==> src/rtl/keypad_pkg.sv <==
// Shared types, key map and pattern helpers for the 4x4 matrix keypad scanner.
package keypad_pkg;

    typedef enum logic [1:0] {
        SCAN,
        DEBOUNCE,
        HELD
    } scan_state_e;

    typedef struct packed {
        logic       valid;
        logic [1:0] idx;
    } onehot_idx_t;

    // Indexed by {row_idx, col_idx}; row 3 carries * as E and # as F.
    localparam logic [3:0] KEY_MAP [16] = '{
        4'h1, 4'h2, 4'h3, 4'hA,
        4'h4, 4'h5, 4'h6, 4'hB,
        4'h7, 4'h8, 4'h9, 4'hC,
        4'hE, 4'h0, 4'hF, 4'hD
    };

    function automatic onehot_idx_t onehot_low_idx(input logic [3:0] pattern);
        onehot_idx_t res;
        res = '0;
        case (pattern)
            4'b1110: res = '{valid: 1'b1, idx: 2'd0};
            4'b1101: res = '{valid: 1'b1, idx: 2'd1};
            4'b1011: res = '{valid: 1'b1, idx: 2'd2};
            4'b0111: res = '{valid: 1'b1, idx: 2'd3};
            default: res = '0;
        endcase
        return res;
    endfunction

    function automatic logic [3:0] row_drive(input logic [1:0] idx);
        return ~(4'b0001 << idx);
    endfunction

endpackage

==> src/rtl/scan_tick_gen.sv <==
// Free-running divider producing a one-cycle tick every DIV clocks.
module scan_tick_gen
    import keypad_pkg::*;
#(
    parameter int DIV = 27000
) (
    input  logic clk,
    input  logic rst_n,
    output logic tick
);

    localparam int CW = (DIV > 1) ? $clog2(DIV) : 1;
    localparam logic [CW-1:0] LAST = CW'(DIV - 1);

    logic [CW-1:0] count_q;

    always_ff @(posedge clk or negedge rst_n) begin
        if (!rst_n) begin
            count_q <= '0;
        end else if (count_q == LAST) begin
            count_q <= '0;
        end else begin
            count_q <= count_q + 1'b1;
        end
    end

    assign tick = (count_q == LAST);

endmodule

==> src/rtl/keypad_scanner.sv <==
// 4x4 matrix keypad scanner: row scan, debounce, key decode and one-cycle strobe.
// Optional auto-repeat while a key is held is enabled by defining KEYPAD_REPEAT_EN.
module keypad_scanner
    import keypad_pkg::*;
#(
    parameter int SCAN_DIV       = 27000,
    parameter int DEBOUNCE_SCANS = 4,
    parameter int REPEAT_SCANS   = 500
) (
    input  logic       clk,
    input  logic       rst_n,
    input  logic [3:0] col,
    output logic [3:0] row,
    output logic [3:0] key_code,
    output logic       key_valid,
    output logic       key_held
);

    localparam int DCW = $clog2(DEBOUNCE_SCANS + 1);
    localparam logic [DCW-1:0] DB_LAST = DCW'(DEBOUNCE_SCANS);

    if (SCAN_DIV < 4 || DEBOUNCE_SCANS < 1 || REPEAT_SCANS < 1) begin : gBadParams
        $error("keypad_scanner: SCAN_DIV must be >= 4, DEBOUNCE_SCANS and REPEAT_SCANS >= 1");
    end

    logic [3:0]     colMeta_q;
    logic [3:0]     colSync_q;
    logic           tick;
    scan_state_e    state_q;
    logic [1:0]     rowIdx_q;
    logic [3:0]     row_q;
    logic [3:0]     colPat_q;
    logic [1:0]     colIdx_q;
    logic [DCW-1:0] dbCnt_q;
    logic [3:0]     keyCode_q;
    logic           keyValid_q;
    logic           keyHeld_q;

    onehot_idx_t    sample;
    logic [1:0]     rowIdx_d;
    logic           patMatch;
    logic [1:0]     acceptCol;
    logic [3:0]     keyCode_d;

`ifdef KEYPAD_REPEAT_EN
    localparam int RCW = $clog2(REPEAT_SCANS + 1);
    localparam logic [RCW-1:0] RPT_LAST = RCW'(REPEAT_SCANS);
    logic [RCW-1:0] rptCnt_q;
`endif

    scan_tick_gen #(
        .DIV(SCAN_DIV)
    ) u_tick (
        .clk  (clk),
        .rst_n(rst_n),
        .tick (tick)
    );

    // col is asynchronous to clk; only the second stage feeds decisions.
    always_ff @(posedge clk or negedge rst_n) begin
        if (!rst_n) begin
            colMeta_q <= 4'b1111;
            colSync_q <= 4'b1111;
        end else begin
            colMeta_q <= col;
            colSync_q <= colMeta_q;
        end
    end

    assign sample    = onehot_low_idx(colSync_q);
    assign rowIdx_d  = rowIdx_q + 2'd1;
    assign patMatch  = (colSync_q == colPat_q);
    assign acceptCol = (state_q == SCAN) ? sample.idx : colIdx_q;
    assign keyCode_d = KEY_MAP[{rowIdx_q, acceptCol}];

    // dbCnt_q counts matching ticks in DEBOUNCE and non-matching ticks in HELD.
    always_ff @(posedge clk or negedge rst_n) begin
        if (!rst_n) begin
            state_q    <= SCAN;
            rowIdx_q   <= 2'd0;
            row_q      <= 4'b1110;
            colPat_q   <= 4'b1111;
            colIdx_q   <= 2'd0;
            dbCnt_q    <= '0;
            keyCode_q  <= 4'h0;
            keyValid_q <= 1'b0;
            keyHeld_q  <= 1'b0;
`ifdef KEYPAD_REPEAT_EN
            rptCnt_q   <= '0;
`endif
        end else begin
            keyValid_q <= 1'b0;
            if (tick) begin
                unique case (state_q)
                    SCAN: begin
                        if (sample.valid) begin
                            colPat_q <= colSync_q;
                            colIdx_q <= sample.idx;
                            if (DEBOUNCE_SCANS <= 1) begin
                                keyCode_q  <= keyCode_d;
                                keyValid_q <= 1'b1;
                                keyHeld_q  <= 1'b1;
                                dbCnt_q    <= '0;
                                state_q    <= HELD;
`ifdef KEYPAD_REPEAT_EN
                                rptCnt_q   <= '0;
`endif
                            end else begin
                                dbCnt_q <= DCW'(1);
                                state_q <= DEBOUNCE;
                            end
                        end else begin
                            rowIdx_q <= rowIdx_d;
                            row_q    <= row_drive(rowIdx_d);
                        end
                    end
                    DEBOUNCE: begin
                        if (patMatch) begin
                            if (dbCnt_q + 1'b1 == DB_LAST) begin
                                keyCode_q  <= keyCode_d;
                                keyValid_q <= 1'b1;
                                keyHeld_q  <= 1'b1;
                                dbCnt_q    <= '0;
                                state_q    <= HELD;
`ifdef KEYPAD_REPEAT_EN
                                rptCnt_q   <= '0;
`endif
                            end else begin
                                dbCnt_q <= dbCnt_q + 1'b1;
                            end
                        end else begin
                            dbCnt_q  <= '0;
                            rowIdx_q <= rowIdx_d;
                            row_q    <= row_drive(rowIdx_d);
                            state_q  <= SCAN;
                        end
                    end
                    HELD: begin
                        if (!patMatch) begin
                            if (dbCnt_q + 1'b1 == DB_LAST) begin
                                dbCnt_q   <= '0;
                                keyHeld_q <= 1'b0;
                                rowIdx_q  <= rowIdx_d;
                                row_q     <= row_drive(rowIdx_d);
                                state_q   <= SCAN;
                            end else begin
                                dbCnt_q <= dbCnt_q + 1'b1;
                            end
                        end else begin
                            dbCnt_q <= '0;
`ifdef KEYPAD_REPEAT_EN
                            if (rptCnt_q + 1'b1 == RPT_LAST) begin
                                rptCnt_q   <= '0;
                                keyValid_q <= 1'b1;
                            end else begin
                                rptCnt_q <= rptCnt_q + 1'b1;
                            end
`endif
                        end
                    end
                    default: state_q <= SCAN;
                endcase
            end
        end
    end

    assign row       = row_q;
    assign key_code  = keyCode_q;
    assign key_valid = keyValid_q;
    assign key_held  = keyHeld_q;

endmodule

==> config.mk <==
export PLATFORM = sky130hd
export DESIGN_NAME = keypad_scanner
export DESIGN_NICKNAME = d
export VERILOG_FILES = /design/src/rtl/keypad_pkg.sv /design/src/rtl/scan_tick_gen.sv /design/src/rtl/keypad_scanner.sv
export SDC_FILE = /design/constraint.sdc
export NUM_CORES = 1
export LEC_CHECK = 0
export ABC_AREA = 1
export BUFFER_PORTS_ARGS = -buffer_cell sky130_fd_sc_hd__clkbuf_2
export CAP_MARGIN = 25
export CORE_ASPECT_RATIO = 0.5
export CORE_MARGIN = 2
export CORE_UTILIZATION = 50
export CTS_CLUSTER_SIZE = 25
export DETAILED_ROUTE_END_ITERATION = 6
export PLACE_DENSITY = 0.7
export RECOVER_POWER = 50
export SLEW_MARGIN = 30
export SYNTH_ARGS = -nofsm -noshare
export SYNTH_HDL_FRONTEND = slang
export SYNTH_HIERARCHICAL = 1
export SYNTH_SLANG_ARGS = --single-unit
export TNS_END_PERCENT = 30
==> constraint.sdc <==
create_clock -name clk -period 1.7 [get_ports clk]
set_input_delay 0.34 -clock clk [delete_from_list [all_inputs] [get_ports clk]]
set_output_delay 0.34 -clock clk [all_outputs]
set_load 0.02 [all_outputs]
==> impl_metrics.tcl <==
set metrics [dict create \
    run_status "complete, no violations" \
    timing.critical_path.to_type "register" \
    ir_worst_vdd_v 0.000344 \
    grt_start_max_net_pins 47 \
    tritoncts_num_sinks 46 \
    pwr-share-seq 0.557 \
    dieHeight_um 56.6 \
    grt-ovfl-total 0 \
    critical_path_depth 9 \
    power.internal_mw 1.54 \
    numPlacedInstances 450 \
    crit_fanout 5 \
    post_route_ant_nets 0 \
    synth.cell_area_mm2 0.00276 \
    longest_clk_path_bufs 2 \
    clock_latency_ns 0.30 \
    ys_types 34 \
    hold_violations 0 \
    fillerInstances 435 \
    wl_met2_um 2780 \
    final_design_area_no_fill_mm2 0.00343 \
    yosys_warnings 6 \
    power.share.clock 0.377 \
    crit_required_ns 1.93 \
    detail_route.wirelength_um 5580 \
    cp_common_cell "sky130_fd_sc_hd__o21ai_1" \
    antenna-diode-count 0 \
    skew_ns 0.0117 \
    final_layout_size_suffix_gt1_frac 0.390 \
    drt_iter0_markers 111 \
    route.top_layer_used "met4" \
    ios 16 \
    timing.rr.end "key_code[2]$_DFFE_PN0P_" \
    final_cell_count_no_fill 470 \
    initial_core_util 0.512 \
    reg2reg_setup_slack_ns 0.04 \
    clkSlewWorstSetupHoldPaths_ns 0.10 \
    cts_max_level 2 \
    period_share 0.979 \
    detail_route.wirelength.met1_um 2570 \
    avgRoutedWirePerCell_um 11.9 \
    critical_path.slowest_cell "sky130_fd_sc_hd__dfrtp_1" \
    dp.final_hpwl_um 4040 \
    via_density_per_instance 4.88 \
    die_x_um 109 \
    die_area_mm2 0.00617 \
    r2r-start "state_q[1]$_DFFE_PN0P_" \
    postSynthRegisterBits 46 \
    place.gp.congestion 0.879 \
    criticalPathCategory "reg -> reg" \
    setup_viol_count_final 0 \
    syn_inst 340 \
    cap_violations 0 \
    netSwitchingFraction 0.234 \
    max_stage_delay_ns 0.39 \
    comb_power_share 0.066 \
    track_usage 0.195 \
    report.power.total_mw 2.01 \
    core_region_area_mm2 0.00540 \
    critical_path_buf_inv_count 2 \
    critPathCapture "key_code[2]$_DFFE_PN0P_" \
    placement.io_buffers 15 \
    first_global_vias 2224 \
    num-nets-final 418 \
    cts_tree "done" \
    sequential_area_share_after_synthesis 0.423 \
    timing_worst_slew_pin_value_ns 1.14 \
    dpl-instance-area_mm2 0.00313 \
    worst_case_headroom_to_the_max_slew_limit 0.240 \
    gate_family_responsible_for_the_most_delay_along_the_worst_path "flip-flops" \
    number_of_antenna_violations_at_the_first_check_in_global_routing 0 \
    placement_rows 19 \
    setup.worst_path.start_class "register" \
    rsz0062_at_grt "yes" \
    period_minus_slack_ns 1.66 \
    worst-r2r-cell-count 9 \
    worstHoldPathType "in -> reg" \
    path_cells "inv_2, ha_4, or2_4, nand2_4, inv_1, ha_1, o21ai_1, o21ai_1, o21ai_2" \
    crit_start "state_q[1]$_DFFE_PN0P_" \
    switching_power_mw 0.470 \
    cts_inserted_buffers 5 \
    drt_drc_violations_left 0 \
    vias 2293 \
    cts.root.buffer_cell "sky130_fd_sc_hd__clkbuf_8" \
    grt_pass1_wl_um 9540 \
    finalMaxSlewViolations 0 \
    post_synth_net_total 362 \
    finalHoldWorstSlack_ns 0.121 \
    drt_pre_antenna_iters 4 \
    avgSynthCellArea_um2 8.13 \
    p_leak_nw 1.71 \
    cp.arrival_ns 1.90 \
    power.density_mw_per_mm2 586 \
    areaGrowthSynthToFinish_pct 24.3 \
    maxClockFrequency_mhz 601 \
    met3RoutedLength_um 214 \
]
-- cell type report --
cell class,instances,area [µm²],area share
clock buffers,7,97.6,0.0284
clock inverters,1,6.26,0.00182
inverters,50,196,0.0572
multi-input cells,241,1520,0.441
flip-flops and latches,46,1170,0.341
well taps,73,91.3,0.0266
repair buffers,52,358,0.104
-- power by group through the flow --
stage	combinational [mW]	sequential, mW	clock [mW]
after floorplan	0.0619	1.14	0
after global placement	0.115	1.14	0
after detailed placement	0.119	1.14	0
after CTS	0.121	1.12	0.772
after global routing	0.150	1.12	0.828
final	0.134	1.12	0.758
-- cells in the mapped netlist (all sizes together) --
cell type / number / area share
a21oi: 2 / 0.0063
a31oi: 1 / 0.0023
buf: 2 / 0.0059
clkbuf: 1 / 0.0018
clkinv: 3 / 0.0045
dfrtp: 31 / 0.28
dfstp: 15 / 0.14
ha: 16 / 0.072
inv: 47 / 0.065
nand2: 111 / 0.17
nand3: 21 / 0.057
nand4: 7 / 0.016
nor2: 47 / 0.083
nor3: 4 / 0.011
o21ai: 20 / 0.047
o21bai: 2 / 0.0054
o22ai: 1 / 0.0023
or2: 2 / 0.0045
xnor2: 1 / 0.0032
xor2: 6 / 0.019
-- worst min path at each step --
stage | endpoint | startpoint | cells past startpoint
finish | colMeta_q[0]$_DFF_PN1_ | col[0] | 1
global placement | u_tick/count_q[7]$_DFF_PN0_ | rst_n | 2
detailed placement | u_tick/count_q[8]$_DFF_PN0_ | rst_n | 2
global route | colMeta_q[0]$_DFF_PN1_ | col[0] | 1
floorplan | colIdx_q[0]$_DFFE_PN0P_ | rst_n | 0
CTS | u_tick/count_q[8]$_DFF_PN0_ | rst_n | 2
-- registers in the layout, summed over array words and instances, names as in the netlist --
register / flops
u_tick/count_q: 15
colMeta_q: 4
colPat_q: 4
colSync_q: 4
key_code: 4
row: 4
dbCnt_q: 3
colIdx_q: 2
rowIdx_q: 2
state_q: 2
key_held: 1
key_valid: 1
-- kinds of logic after synthesis --
logic type | after synthesis | share of synthesized area
buf+inv | 53 | 0.0770
compound gates | 26 | 0.0634
flops | 46 | 0.423
fa+ha+maj | 16 | 0.0724
simple gates | 192 | 0.342
xor+xnor | 7 | 0.0222
-- stage by stage --
stage	setup WS (ns)	util	setup TNS, ns
after detailed placement	-0.0629	0.581	-0.142
after floorplan	-0.0187	-	-0.0332
after global routing	-0.0516	0.636	-0.269
after CTS	0.00371	0.605	0
after global placement	0.0264	0.581	0
final	0.0360	0.636	0
-- worst register-to-register path, cell delays in order (launching register included) --
cell and delay (ns):
sky130_fd_sc_hd__dfrtp_1 0.39, sky130_fd_sc_hd__inv_2 0.06, sky130_fd_sc_hd__ha_4 0.17, sky130_fd_sc_hd__or2_4 0.27, sky130_fd_sc_hd__nand2_4 0.10, sky130_fd_sc_hd__inv_1 0.07, sky130_fd_sc_hd__ha_1 0.17, sky130_fd_sc_hd__o21ai_1 0.13
sky130_fd_sc_hd__o21ai_1 0.11, sky130_fd_sc_hd__o21ai_2 0.12
-- cells in the final DEF, fill, tap and decap left out, types with 2 or more instances in the layout --
cell type                  count
sky130_fd_sc_hd__o21ai_1       6
sky130_fd_sc_hd__nor2_2        3
sky130_fd_sc_hd__nand4_1       7
sky130_fd_sc_hd__inv_4         4
sky130_fd_sc_hd__o21ai_0       5
sky130_fd_sc_hd__o21ai_2       9
sky130_fd_sc_hd__inv_1        30
sky130_fd_sc_hd__ha_2          3
sky130_fd_sc_hd__nand2_2      16
sky130_fd_sc_hd__buf_4        34
sky130_fd_sc_hd__nor2_1       35
sky130_fd_sc_hd__xor2_1        6
sky130_fd_sc_hd__clkbuf_2     16
sky130_fd_sc_hd__nand3_1      14
sky130_fd_sc_hd__ha_4          2
sky130_fd_sc_hd__dfstp_2      15
sky130_fd_sc_hd__nor3_1        2
sky130_fd_sc_hd__nand2_4       5
sky130_fd_sc_hd__nand3_2       4
sky130_fd_sc_hd__o21bai_1      2
sky130_fd_sc_hd__inv_2        15
sky130_fd_sc_hd__ha_1         11
sky130_fd_sc_hd__dfrtp_1      31
sky130_fd_sc_hd__nand3_4       3
sky130_fd_sc_hd__clkbuf_8      5
sky130_fd_sc_hd__nor2_4        8
sky130_fd_sc_hd__buf_6         2
sky130_fd_sc_hd__nand2_1      89
-- what timing repair did --
item | CTS | global route
hold buffers | 0 | 0
pin swaps | 3 | 27
setup endpoints to repair | 4 | 14
setup buffers | 1 | 11
hold endpoints to repair | 0 | 0
gates resized for setup | 4 | 34
-- per-layer routing --
layer | GRT usage | up-vias
met1 | 0.244 | 1078
met4 | 0.0495 | 0
met2 | 0.338 | 47
met3 | 0.0488 | 2
li1 | - | 1166
met5 | 0 | -
Power figures use the tool's default switching activity.
